**config.mk**
```make
export PLATFORM = sky130hd
export DESIGN_NAME = burst_addr_gen_flat
export DESIGN_NICKNAME = d
export VERILOG_FILES = /design/src/rtl/burst_addr_gen_if.sv /design/src/rtl/burst_addr_gen.sv /design/src/flat_wrapper.sv
export SDC_FILE = /design/constraint.sdc
export NUM_CORES = 1
export LEC_CHECK = 0
export ABC_CLOCK_PERIOD_IN_PS = 4400
export CORE_MARGIN = 2
export CORE_UTILIZATION = 45
export DETAILED_ROUTE_END_ITERATION = 10
export PLACE_DENSITY = 0.68
export SLEW_MARGIN = 0
export SYNTH_ARGS = -nofsm -noshare
export SYNTH_HDL_FRONTEND = slang
export SYNTH_SLANG_ARGS = --single-unit
```
**constraint.sdc**
```tcl
create_clock -name clk -period 4.4 [get_ports clk]
set_input_delay 1.32 -clock clk [delete_from_list [all_inputs] [get_ports clk]]
set_output_delay 1.32 -clock clk [all_outputs]
set_load 0.05 [all_outputs]
```
**src/rtl/burst_addr_gen_if.sv**
```systemverilog
// burst_addr_gen_if
// Bundles the request, serial load, beat handshake and serial address
// signals of the burst address generator so they travel as one port.
//   start, mode        burst request and its mode (00 SINGLE, 01 INCR, 10 WRAP)
//   len_ser_in         serial burst length, MSB first
//   addr_ser_in        serial start address, MSB first
//   beat_ack, abort    per-beat acknowledge and synchronous burst cancel
//   addr_sel           generator owns the serial address line
//   addr_ser_out       serial beat address, MSB first
//   addr_frame         qualifies the bits on addr_ser_out
//   busy, done, err    status; done and err are one-cycle pulses
//   beat_cnt           index of the beat currently presented
// The slave modport is the generator, the master modport is its driver.
interface burst_addr_gen_if #(
  parameter int LEN_WIDTH = 5
);
  logic                 start;
  logic [1:0]           mode;
  logic                 len_ser_in;
  logic                 addr_ser_in;
  logic                 beat_ack;
  logic                 abort;
  logic                 addr_sel;
  logic                 addr_ser_out;
  logic                 addr_frame;
  logic                 busy;
  logic                 done;
  logic                 err;
  logic [LEN_WIDTH-1:0] beat_cnt;

  modport master (
    output start, mode, len_ser_in, addr_ser_in, beat_ack, abort,
    input  addr_sel, addr_ser_out, addr_frame, busy, done, err, beat_cnt
  );

  modport slave (
    input  start, mode, len_ser_in, addr_ser_in, beat_ack, abort,
    output addr_sel, addr_ser_out, addr_frame, busy, done, err, beat_cnt
  );
endinterface

```
**src/rtl/burst_addr_gen.sv**
```systemverilog
// burst_addr_gen
// Deserialises a burst length and a start address, then produces one beat
// address per beat in SINGLE, INCR or WRAP mode and shifts each one out
// MSB first. Every beat waits for beat_ack before the next one is computed.
//   clk   system clock, rising edge
//   rst   asynchronous, active-low reset
//   bus   burst_addr_gen_if.slave carrying all request/serial/status signals
module burst_addr_gen #(
  parameter int ADDR_WIDTH = 20,
  parameter int LEN_WIDTH  = 5,
  parameter int ADDR_STEP  = 1
) (
  input logic             clk,
  input logic             rst,
  burst_addr_gen_if.slave bus
);

  localparam int CNT_MAX = (ADDR_WIDTH > LEN_WIDTH) ? ADDR_WIDTH : LEN_WIDTH;
  localparam int CNT_W   = $clog2(CNT_MAX + 1);

  localparam logic [1:0] MODE_SINGLE = 2'b00;
  localparam logic [1:0] MODE_WRAP   = 2'b10;

  typedef enum logic [2:0] {
    IDLE,
    LOAD_LEN,
    LOAD_ADDR,
    CALC,
    SHIFT,
    WAIT_ACK
  } state_t;

  state_t                state_q;
  state_t                state_d;
  logic [1:0]            mode_q;
  logic [LEN_WIDTH-1:0]  len_q;
  logic [LEN_WIDTH-1:0]  beat_cnt_q;
  logic [ADDR_WIDTH-1:0] start_addr_q;
  logic [ADDR_WIDTH-1:0] shift_q;
  logic [CNT_W-1:0]      cnt_q;
  logic                  done_q;

  logic [LEN_WIDTH:0]    beats;
  logic                  beats_pow2;
  logic                  use_wrap;
  logic                  last_beat;
  logic [ADDR_WIDTH-1:0] offset;
  logic [ADDR_WIDTH-1:0] linear_addr;
  logic [ADDR_WIDTH-1:0] wrap_mask;
  logic [ADDR_WIDTH-1:0] beat_addr;

  // Beat address arithmetic. A WRAP burst whose beat count is not a power of
  // two falls back to linear addressing. When beats*ADDR_STEP reaches or
  // exceeds the address space the truncated product is zero, so the mask
  // becomes all ones and the burst wraps over the whole space.
  always_comb begin
    beats       = {1'b0, len_q} + (LEN_WIDTH + 1)'(1);
    beats_pow2  = (beats & (beats - (LEN_WIDTH + 1)'(1))) == '0;
    use_wrap    = (mode_q == MODE_WRAP) && beats_pow2;
    last_beat   = beat_cnt_q == len_q;
    offset      = ADDR_WIDTH'(beat_cnt_q) * ADDR_WIDTH'(ADDR_STEP);
    linear_addr = start_addr_q + offset;
    wrap_mask   = (ADDR_WIDTH'(beats) * ADDR_WIDTH'(ADDR_STEP)) - ADDR_WIDTH'(1);
    beat_addr   = use_wrap ? ((start_addr_q & ~wrap_mask) | (linear_addr & wrap_mask))
                           : linear_addr;
  end

  // State register.
  always_ff @(posedge clk or negedge rst) begin
    if (!rst) begin
      state_q <= IDLE;
    end else begin
      state_q <= state_d;
    end
  end

  // Next state and outputs. Abort overrides every transition, including a
  // beat_ack arriving in the same cycle.
  always_comb begin
    state_d          = state_q;
    bus.addr_sel     = 1'b0;
    bus.busy         = 1'b0;
    bus.addr_frame   = 1'b0;
    bus.addr_ser_out = 1'b0;
    bus.err          = 1'b0;
    bus.done         = done_q;
    bus.beat_cnt     = beat_cnt_q;

    case (state_q)
      IDLE: begin
        if (bus.start) begin
          state_d = (bus.mode == MODE_SINGLE) ? LOAD_ADDR : LOAD_LEN;
        end
      end
      LOAD_LEN: begin
        if (cnt_q == CNT_W'(LEN_WIDTH - 1)) state_d = LOAD_ADDR;
      end
      LOAD_ADDR: begin
        if (cnt_q == CNT_W'(ADDR_WIDTH - 1)) state_d = CALC;
      end
      CALC: begin
        state_d = SHIFT;
        bus.err = (beat_cnt_q == '0) && (mode_q == MODE_WRAP) && !beats_pow2;
      end
      SHIFT: begin
        bus.addr_frame   = 1'b1;
        bus.addr_ser_out = shift_q[ADDR_WIDTH-1];
        if (cnt_q == CNT_W'(ADDR_WIDTH - 1)) state_d = WAIT_ACK;
      end
      WAIT_ACK: begin
        if (bus.beat_ack) state_d = last_beat ? IDLE : CALC;
      end
      default: state_d = IDLE;
    endcase

    if (state_q != IDLE) begin
      bus.addr_sel = 1'b1;
      bus.busy     = 1'b1;
      if (bus.abort) state_d = IDLE;
    end
  end

  // Datapath: serial capture, shift register, bit counter, beat counter and
  // the done pulse. The bit counter restarts on every state change so each
  // counted state sees 0..N-1. beat_cnt returns to 0 whenever the burst ends.
  always_ff @(posedge clk or negedge rst) begin
    if (!rst) begin
      mode_q       <= '0;
      len_q        <= '0;
      beat_cnt_q   <= '0;
      start_addr_q <= '0;
      shift_q      <= '0;
      cnt_q        <= '0;
      done_q       <= 1'b0;
    end else begin
      done_q <= (state_q == WAIT_ACK) && bus.beat_ack && last_beat && !bus.abort;

      if (state_d != state_q) begin
        cnt_q <= '0;
      end else if (state_q == LOAD_LEN || state_q == LOAD_ADDR || state_q == SHIFT) begin
        cnt_q <= cnt_q + CNT_W'(1);
      end

      case (state_q)
        IDLE: begin
          if (bus.start) begin
            mode_q <= bus.mode;
            len_q  <= '0;
          end
        end
        LOAD_LEN:  len_q        <= (len_q << 1) | LEN_WIDTH'(bus.len_ser_in);
        LOAD_ADDR: start_addr_q <= (start_addr_q << 1) | ADDR_WIDTH'(bus.addr_ser_in);
        CALC:      shift_q      <= beat_addr;
        SHIFT:     shift_q      <= shift_q << 1;
        WAIT_ACK: begin
          if (bus.beat_ack && !last_beat) beat_cnt_q <= beat_cnt_q + LEN_WIDTH'(1);
        end
        default: ;
      endcase

      if (state_d == IDLE) beat_cnt_q <= '0;
    end
  end

endmodule

```
**src/flat_wrapper.sv**
```systemverilog
// flat-port wrapper written by rule: the top's interface ports become plain ports
module burst_addr_gen_flat 
#(
  parameter int ADDR_WIDTH = 20,
  parameter int LEN_WIDTH  = 5,
  parameter int ADDR_STEP  = 1
)
  (clk, rst, bus_start, bus_mode, bus_len_ser_in, bus_addr_ser_in, bus_beat_ack, bus_abort, bus_addr_sel, bus_addr_ser_out, bus_addr_frame, bus_busy, bus_done, bus_err, bus_beat_cnt);
  burst_addr_gen_if #(.LEN_WIDTH(LEN_WIDTH)) bus_i ();
  input logic clk;
  input logic rst;
  input wire logic [$bits(bus_i.start)-1:0] bus_start;
  input wire logic [$bits(bus_i.mode)-1:0] bus_mode;
  input wire logic [$bits(bus_i.len_ser_in)-1:0] bus_len_ser_in;
  input wire logic [$bits(bus_i.addr_ser_in)-1:0] bus_addr_ser_in;
  input wire logic [$bits(bus_i.beat_ack)-1:0] bus_beat_ack;
  input wire logic [$bits(bus_i.abort)-1:0] bus_abort;
  output wire logic [$bits(bus_i.addr_sel)-1:0] bus_addr_sel;
  output wire logic [$bits(bus_i.addr_ser_out)-1:0] bus_addr_ser_out;
  output wire logic [$bits(bus_i.addr_frame)-1:0] bus_addr_frame;
  output wire logic [$bits(bus_i.busy)-1:0] bus_busy;
  output wire logic [$bits(bus_i.done)-1:0] bus_done;
  output wire logic [$bits(bus_i.err)-1:0] bus_err;
  output wire logic [$bits(bus_i.beat_cnt)-1:0] bus_beat_cnt;
  assign bus_i.start = bus_start;
  assign bus_i.mode = bus_mode;
  assign bus_i.len_ser_in = bus_len_ser_in;
  assign bus_i.addr_ser_in = bus_addr_ser_in;
  assign bus_i.beat_ack = bus_beat_ack;
  assign bus_i.abort = bus_abort;
  assign bus_addr_sel = bus_i.addr_sel;
  assign bus_addr_ser_out = bus_i.addr_ser_out;
  assign bus_addr_frame = bus_i.addr_frame;
  assign bus_busy = bus_i.busy;
  assign bus_done = bus_i.done;
  assign bus_err = bus_i.err;
  assign bus_beat_cnt = bus_i.beat_cnt;
  burst_addr_gen #(.ADDR_WIDTH(ADDR_WIDTH), .LEN_WIDTH(LEN_WIDTH), .ADDR_STEP(ADDR_STEP)) u_core (.clk(clk), .rst(rst), .bus(bus_i));
endmodule
```
==> flow_summary_export.csv, run 1 <==
group,metric,value,unit
setup_path,crit_fanout,7,
setup_path,crit_path_start_kind,"flop",
route,wl_per_cell,15.0,um
synth,ys.flop_type,"dfrtp_1",
synth,synth_cells,360,
setup_path,arrival,2890,ps
die,rows,32,
die,coreArea,7770,um2
place,port_buffers,19,
setup_path,slowest_delay,460,ps
synth,post-synth-top-count-cell,"dfrtp_1",
power,switchingPower,0.823,mW
timing,timing.final.crit_share,0.957,
setup_path,worstSetupEndpointType,"primary output",
grt,grt_pass1_wl,12400,um
cts,cts_setup_buffers,0,
power,powerDensity,499,nW/um2
synth,yosysSeqAreaShare,0.420,
setup_path,crit_top_cell,"ha_1",
route,route.met3.wl,263,um
synth,synth_area,3640,um2
final_layout,area_growth,12.4,%
synth,ys_async_sr_fraction,1.00,
cts,root_buffer,"clkbuf_8",
power,comb_power_share,0.402,
setup_path,critPathTopFamily,"adder cells",
die,start_util,0.468,
die,dieArea,8820,um2
timing,max_freq,0.237,GHz
timing,fin_tns_setup,0,ps
route,route.met2.wl,3360,um
final_layout,drive_gt1_frac,0.169,
timing,hold_viol_final,0,
timing,max-slew-margin-rel,0.233,
power,leakage,1.74,nW
route,dr.pass1.iters,4,
cts,cts.path.max_buffers,2,
power,sequentialPowerShare,0.386,
worst_hold_path,worstHoldStart,"u_core.shift_q[0]",
setup_path,regToRegStartpoint,"u_core.len_q[1]",
cts,numCtsBuffers,9,
final_layout,num-nets-final,405,
final_layout,fillCellCount,714,
power,clockPowerShare,0.212,
timing,worstMarginPinSlew,1150,ps
setup_path,path_cells,"ha_2, inv_1, ha_1, nand3_1, or3_1, ha_1, nor4_4, a21oi_1, buf_4",
setup_path,r2r_slack,960,ps
route,wl_met1,3610,um
cts,hold_buffers,0,
setup_path,cp_slowest_cell,"dfrtp_1",
timing,fin_crit,4210,ps
synth,synth.largest_area_cell,"dfrtp_1",
synth,ys_types,59,
grt,antenna_found_initial,0,
worst_hold_path,hold_depth,1,
route,drtIter0Drc,161,
route,vias,2706,
grt,grt_pass1_vias,2556,
synth,synthTopCellsByCount,"dfrtp_1 (61), o21ai_0 (28), mux2_2 (24)",
place,dp_hpwl,5230,um
setup_path,critPathBufInv,2,
setup_path,crit_type,"flop to primary output",
worst_hold_path,hold_class,"flop to flop",
route,ant_nets,0,
final_layout,final_cells,486,
timing,slew_viol_final,0,
cts,cts.sinks,61,
cts,insertion_delay,340,ps
cts,cts_tree,"built",
place,routabilityCongestion,0.908,
synth,ys_ff_latch,61,
die,dieWidth,93.9,um
worst_hold_path,min_to,"u_core.shift_q[1]",
route,route.top_layer_used,"met4",
route,viasPerCell,5.57,
place,dp_cells,470,
setup_path,cp_data_required_time,3080,ps
power,switching_share,0.404,
synth,synth_top_area_frac,0.420,
route,drt_drc_violations_left,0,
timing,skew,13.9,ps
grt,grt_overflow,0,
power,ir_drop,0.000226,V
grt,grt_max_degree,41,
die,die_h,93.9,um
cts,path_clk_slew,70,ps
run,max_cap_viol_count,0,
grt,grt_usage,0.181,
route,wirelength,7290,um
setup_path,reg2regPathDepth,12,
status,status,"complete, no violations",
final_layout,antenna_cells,0,
synth,synth-edff-count,0,
synth,postSynthAreaPerCell,10.1,um2
setup_path,timing.rr.end,"u_core.shift_q[10]",
timing,rsz0062_at_grt,"no",
synth,ys_warn_count,0,
die,io_pins,20,
power,intPower,1.22,mW
synth,syn-num-nets,386,
timing,setup_viol,0,
synth,synthTopCellsByArea,"dfrtp_1 (42%), mux2_2 (7.4%), xnor2_1 (5.5%)",
cts,h-tree-depth,3,
## sequential cells by signal, summed over array words and instances (netlist names)
| register | flops |
|---|---|
| u_core.bus.beat_cnt | 5 |
| u_core.bus.done | 1 |
| u_core.cnt_q | 5 |
| u_core.len_q | 5 |
| u_core.mode_q | 2 |
| u_core.shift_q | 20 |
| u_core.start_addr_q | 20 |
| u_core.state_q | 3 |
## stage by stage
| step | instance area (um2) | hold slack (ps) | utilization | setup slack [ps] | power [mW] |
|---|---|---|---|---|---|
| global route | 4090 | 529 | 0.526 | 54.3 | 2.18 |
| detailed placement | 3900 | 480 | 0.502 | 289 | 1.60 |
| floorplan | 3640 | 450 | - | 518 | 1.42 |
| finish | 4090 | 493 | 0.526 | 187 | 2.04 |
| global placement | 3900 | 458 | 0.502 | 426 | 1.57 |
| CTS | 4080 | 503 | 0.525 | 25.0 | 2.05 |
## layer usage
layer	up-vias	GRT usage
met1	1327	0.262
met3	6	0.0425
met5	-	0
met2	33	0.267
met4	0	0.0604
li1	1340	-
## cell families (layout without fill, tap and decap cells)
group,count (synthesis),count (layout),share of synthesized area
fa+ha+maj,17,17,0.0605
xor+xnor,31,31,0.0746
mux,29,29,0.0881
compound gates,84,84,0.148
flops,61,61,0.420
buf+inv,31,55,0.0409
simple gates,107,107,0.168
## area by class of cell
type	count	area (um2)	area share
multi-input combinational	268	1980	0.485
sequential	61	1530	0.374
timing repair buffer	25	228	0.0557
clock buffer	10	128	0.0312
tap	102	128	0.0312
inverter	14	52.6	0.0129
clock inverter	6	40.0	0.00979
## worst max path at each step
| stage | from | to | depth (start not counted) |
|---|---|---|---|
| after CTS | u_core.len_q[0] | bus_err | 9 |
| after global placement | u_core.len_q[0] | bus_err | 9 |
| after global routing | u_core.len_q[1] | bus_err | 9 |
| after detailed placement | u_core.len_q[0] | bus_err | 9 |
| after floorplan | u_core.len_q[1] | bus_err | 8 |
| final | u_core.len_q[1] | bus_err | 9 |
## cells in the final DEF (no fill, tap or decap), types with 4 or more instances in the layout
| master | n |
|---|---|
| inv_1 | 14 |
| mux2i_1 | 5 |
| nand2_1 | 23 |
| a31oi_1 | 4 |
| mux2_2 | 24 |
| a22oi_1 | 14 |
| a21oi_1 | 16 |
| nor2_1 | 23 |
| buf_4 | 7 |
| xor2_1 | 8 |
| ha_1 | 15 |
| nor2b_1 | 4 |
| nor3_1 | 7 |
| nand4_1 | 5 |
| xnor2_1 | 23 |
| dfrtp_1 | 60 |
| clkbuf_8 | 9 |
| nand3_1 | 12 |
| o21ai_0 | 28 |
| clkdlybuf4s50_1 | 17 |
## timing repair
action	CTS	global route
gates resized for setup	1	3
endpoints found under the setup margin	1	1
cloned	0	0
## power by group through the flow
stage	logic [mW]	clock network, mW	registers, mW
floorplan	0.678	0	0.738
global placement	0.786	0	0.788
detailed placement	0.807	0	0.795
CTS	0.816	0.446	0.784
global route	0.904	0.472	0.804
finish	0.820	0.432	0.787
Note: power is estimated with default switching activity, not from simulation.
==> inputs of run 2 (changes only) <==
--- a/config.mk
+++ b/config.mk
@@ -7,9 +7,10 @@
 export LEC_CHECK = 0
 export ABC_CLOCK_PERIOD_IN_PS = 4400
 export CORE_MARGIN = 2
-export CORE_UTILIZATION = 45
+export CORE_UTILIZATION = 40
 export DETAILED_ROUTE_END_ITERATION = 10
-export PLACE_DENSITY = 0.68
+export PLACE_DENSITY = 0.62
+export REMOVE_ABC_BUFFERS = 1
 export SLEW_MARGIN = 0
 export SYNTH_ARGS = -nofsm -noshare
 export SYNTH_HDL_FRONTEND = slang
==> run 2 against run 1 <==
  * Critical path depth is the same
  * Combinational power is 3.3% lower
  * Critical endpoint unchanged
  * Via count is 3.0% lower
  * Critical path type unchanged
==> flow_summary_export.csv, run 2 (synthesis results as in run 1) <==
group,metric,value,unit
status,status,"complete, no violations",
setup_path,reg2regPathDepth,12,
final_layout,antenna_cells,0,
route,dr.pass1.iters,4,
setup_path,crit_fanout,8,
run,max_cap_viol_count,0,
route,viasPerCell,5.35,
grt,grt_overflow,0,
grt,grt_usage,0.163,
final_layout,area_growth,13.0,%
setup_path,cp_data_required_time,3080,ps
power,power,2.09,mW
route,drtIter0Drc,111,
final_layout,regArea,1530,um2
final_layout,fillCellCount,831,
worst_hold_path,hold_class,"flop to flop",
place,post-place-ws,227,ps
final_layout,multi_input_area,1980,um2
die,start_util,0.415,
cts,root_buffer,"clkbuf_8",
final_layout,num-nets-final,404,
timing,rsz0062_at_grt,"no",
final_layout,utilization,0.469,
worst_hold_path,worstHoldStart,"u_core.shift_q[0]",
timing,fin_crit,4190,ps
setup_path,timing.rr.end,"u_core.shift_q[10]",
power,intPower,1.29,mW
power,powerDensity,509,nW/um2
cts,cts.sinks,61,
timing,timing.final.crit_share,0.953,
cts,h-tree-depth,3,
place,dp_hpwl,5440,um
place,routabilityCongestion,0.813,
timing,fin_tns_setup,0,ps
power,sequentialPowerShare,0.388,
place,post_dp_cell_area,3900,um2
route,wl_per_cell,15.2,um
setup_path,crit_type,"flop to primary output",
setup_path,worstSetupEndpointType,"primary output",
timing,fin_hold_ws,482,ps
timing,skew,17.3,ps
setup_path,crit_top_cell,"ha_1",
route,drt_drc_violations_left,0,
place,dp_cells,475,
setup_path,arrival,2870,ps
cts,insertion_delay,340,ps
power,switchingPower,0.806,mW
timing,hold_viol_final,0,
timing,slew_viol_final,0,
route,vias,2625,
cts,numCtsBuffers,9,
timing,setup_viol,0,
setup_path,regToRegStartpoint,"u_core.len_q[0]",
power,switching_share,0.385,
final_layout,mostFrequentLayoutCell,"dfrtp_1",
power,clockPowerShare,0.233,
power,ir_drop,0.000230,V
die,coreArea,8760,um2
timing,max-slew-margin-rel,0.268,
setup_path,slowest_delay,460,ps
grt,grt_pass1_vias,2617,
die,dieArea,9870,um2
power,comb_power_share,0.379,
place,port_buffers,19,
cts,hold_buffers,0,
final_layout,layout_common_cells,"dfrtp_1 (59), o21ai_0 (28), mux2_2 (24)",
cts,cts.path.max_buffers,2,
die,rows,34,
setup_path,cp_slowest_cell,"dfrtp_2",
final_layout,drive_gt1_frac,0.170,
final_layout,final_cells,491,
grt,antenna_found_initial,0,
power,leakage,1.75,nW
setup_path,r2r_slack,1000,ps
die,die_h,99.4,um
cts,path_clk_slew,80,ps
final_layout,reg.largest.list,"u_core.shift_q: 20 flops, u_core.start_addr_q: 20 flops",
die,dieWidth,99.4,um
grt,grt_pass1_wl,12800,um
timing,setup_ws,206,ps
grt,grt_max_degree,43,
setup_path,path_cells,"ha_2, inv_1, ha_1, nand3_1, or3_1, ha_1, nor4_4, a21oi_1, buf_4",
final_layout,final_area,4110,um2
cts,cts_tree,"built",
timing,max_freq,0.238,GHz
route,wirelength,7450,um
die,io_pins,20,
timing,worstMarginPinSlew,1090,ps
setup_path,crit_path_start_kind,"flop",
worst_hold_path,min_to,"u_core.shift_q[1]",
worst_hold_path,hold_depth,1,
route,ant_nets,0,
## run 2: critical path, delay by kind of cell, from the launching register on
family,cells,cell delay [ps]
buffers and inverters,2,280
DFF,1,460
adders and majority gates,3,860
AOI/OAI and AO/OA,1,130
and+or+nand+nor,3,800
## run 2: layout make-up
class | instances | area share
sequential | 61 | 0.372
inverter | 14 | 0.0128
clock inverter | 4 | 0.0116
tap | 108 | 0.0329
multi-input combinational | 268 | 0.483
clock buffer | 12 | 0.0353
timing repair buffer | 24 | 0.0530
## run 2: what timing repair did
action	4_1_cts	5_1_grt
setup buffers	0	0
gates resized for setup	2	3
setup endpoints to repair	1	1
## run 2: power groups by stage
stage | clock network [mW] | logic, mW | registers, mW
2_1_floorplan | 0 | 0.596 | 0.774
3_3_place_gp | 0 | 0.769 | 0.809
3_5_place_dp | 0 | 0.778 | 0.815
4_1_cts | 0.503 | 0.789 | 0.807
5_1_grt | 0.526 | 0.894 | 0.830
6_report | 0.487 | 0.793 | 0.812
## run 2: how the worst max path moves through the flow
stage          slack (ps)  cells after the start       startpoint       to
2_1_floorplan         480                      8  u_core.len_q[0]  bus_err
3_3_place_gp          340                      9  u_core.len_q[0]  bus_err
3_5_place_dp          230                      9  u_core.len_q[0]  bus_err
4_1_cts                30                      9  u_core.len_q[1]  bus_err
5_1_grt                10                      9  u_core.len_q[0]  bus_err
6_report              210                      9  u_core.len_q[0]  bus_err
## run 2: layer usage
metal	global-route usage	wire, um
met2	0.251	3340
met4	0.0622	97
met3	0.0281	159
met5	0	0
met1	0.229	3850
==> inputs of run 3 (changes only) <==
--- a/config.mk
+++ b/config.mk
@@ -7,9 +7,9 @@
 export LEC_CHECK = 0
 export ABC_CLOCK_PERIOD_IN_PS = 4400
 export CORE_MARGIN = 2
-export CORE_UTILIZATION = 40
+export CORE_UTILIZATION = 39
 export DETAILED_ROUTE_END_ITERATION = 10
-export PLACE_DENSITY = 0.62
+export PLACE_DENSITY = 0.61
 export REMOVE_ABC_BUFFERS = 1
 export SLEW_MARGIN = 0
 export SYNTH_ARGS = -nofsm -noshare
==> run 3 against run 2 <==
  * Non-clock buffer count did not move
  * Clock power rose by 1%
  * Clock-buffer cell count is 1 lower
  * Utilization fell by 2.0 points
  * Sequential share of layout area about the same
  * Die area up 2.5%
  * Global-route usage rose by 0.19 points
  * Power up 0.41%
==> flow_summary_export.csv, run 3 (synthesis results as in run 1) <==
group,metric,value,unit
route,dr.pass1.iters,4,
timing,slew_viol_final,0,
timing,max_freq,0.239,GHz
grt,antenna_found_initial,0,
timing,fin_tns_setup,0,ps
timing,setup_viol,0,
final_layout,layout_common_cells,"dfrtp_1 (60), o21ai_0 (28), mux2_2 (24)",
grt,grt_usage,0.165,
timing,rsz0062_at_grt,"no",
die,start_util,0.397,
power,comb_power_share,0.382,
setup_path,crit_path_start_kind,"flop",
power,switching_share,0.389,
cts,cts.sinks,61,
route,drt_drc_violations_left,0,
power,powerDensity,511,nW/um2
route,wl_per_cell,15.3,um
die,coreArea,9150,um2
cts,cts.path.max_buffers,2,
power,intPower,1.28,mW
power,sequentialPowerShare,0.384,
status,status,"complete, no violations",
die,die_h,101,um
place,dp_hpwl,5460,um
power,leakage,1.75,nW
power,ir_drop,0.000262,V
die,rows,35,
place,port_buffers,19,
setup_path,worstSetupEndpointType,"primary output",
cts,cts_setup_buffers,0,
power,switchingPower,0.816,mW
final_layout,drive_gt1_frac,0.170,
timing,worstMarginPinSlew,1120,ps
timing,setup_ws,208,ps
cts,cts_tree,"built",
cts,h-tree-depth,3,
final_layout,final_area,4110,um2
timing,skew,8.19,ps
grt,grt_pass1_vias,2633,
setup_path,startpoint,"u_core.len_q[1]",
worst_hold_path,worstHoldStart,"u_core.shift_q[0]",
place,routabilityCongestion,0.865,
power,clockPowerShare,0.234,
final_layout,antenna_cells,0,
place,post-place-ws,238,ps
final_layout,mostFrequentLayoutCell,"dfrtp_1",
die,dieWidth,101,um
cts,hold_buffers,0,
run,max_cap_viol_count,0,
worst_hold_path,hold_class,"flop to flop",
timing,timing.final.crit_share,0.953,
cts,path_clk_slew,70,ps
timing,fin_hold_ws,497,ps
final_layout,num-nets-final,404,
final_layout,reg.largest.list,"u_core.shift_q: 20 flops, u_core.start_addr_q: 20 flops",
timing,max-slew-margin-rel,0.251,
place,post_dp_cell_area,3900,um2
grt,grt_overflow,0,
setup_path,crit_type,"flop to primary output",
final_layout,area_growth,13.1,%
timing,hold_viol_final,0,
die,dieArea,10100,um2
route,viasPerCell,5.42,
route,ant_nets,0,
route,drtIter0Drc,102,
setup_path,arrival,2870,ps
die,io_pins,20,
grt,grt_pass1_wl,13100,um
cts,insertion_delay,330,ps
cts,numCtsBuffers,9,
setup_path,cp_data_required_time,3080,ps
setup_path,regToRegStartpoint,"u_core.len_q[1]",
timing,fin_crit,4190,ps
route,wirelength,7570,um
route,vias,2679,
cts,root_buffer,"clkbuf_8",
setup_path,crit_fanout,7,
grt,grt_max_degree,45,
run 3: area by class of cell:
| type | instances | area [um2] |
|---|---|---|
| Tap cell | 111 | 139 |
| Clock inverter | 5 | 50.0 |
| Inverter | 14 | 52.6 |
| Sequential cell | 61 | 1530 |
| Clock buffer | 11 | 141 |
| Fill cell | 847 | 5040 |
| Multi-Input combinational cell | 268 | 1980 |
| Timing Repair Buffer | 24 | 218 |
run 3: routing by layer:
| layer | share of wire | GRT usage | up-vias |
|---|---|---|---|
| li1 | - | - | 1334 |
| met4 | 0.010 | 0.0558 | 0 |
| met5 | 0 | 0 | - |
| met1 | 0.50 | 0.240 | 1307 |
| met3 | 0.025 | 0.0298 | 6 |
| met2 | 0.46 | 0.246 | 32 |
run 3: final timing paths:
| check | to | slack [ps] | depth (start not counted) |
|---|---|---|---|
| min reg2reg | u_core.shift_q[1] | 500 | 1 |
| max | bus_err | 210 | 9 |
| max in group asynchronous | u_core.shift_q[8] | 2430 | 2 |
| min | u_core.shift_q[1] | 500 | 1 |
| min in group asynchronous | u_core.mode_q[1] | 1130 | 1 |
| max reg2reg | u_core.shift_q[10] | 960 | 12 |
run 3: critical path, cell delays in order (launching register included):
cell and delay, ps:
dfrtp_1 470, ha_2 290, inv_1 80, ha_1 370
nand3_1 130, or3_1 380, ha_1 220, nor4_4 290
a21oi_1 120, buf_4 200
run 3: through the flow:
stage	power [mW]	utilization	cells
after floorplan	1.37	-	343
after global placement	1.58	0.426	478
after CTS	2.10	0.448	494
after detailed placement	1.60	0.426	478
final	2.10	0.449	494
after global routing	2.26	0.449	494
run 3: power groups by stage:
| stage | logic (mW) | registers [mW] | clock network [mW] |
|---|---|---|---|
| 2_1_floorplan | 0.596 | 0.774 | 0 |
| 3_3_place_gp | 0.773 | 0.810 | 0 |
| 3_5_place_dp | 0.788 | 0.812 | 0 |
| 4_1_cts | 0.798 | 0.802 | 0.503 |
| 5_1_grt | 0.901 | 0.830 | 0.533 |
| 6_report | 0.803 | 0.806 | 0.492 |
run 3: timing repair:
action | in CTS | in global routing
endpoints found under the setup margin | 1 | 1
gates cloned | 0 | 0
resized for setup | 1 | 3
endpoints found under the hold margin | 0 | 0
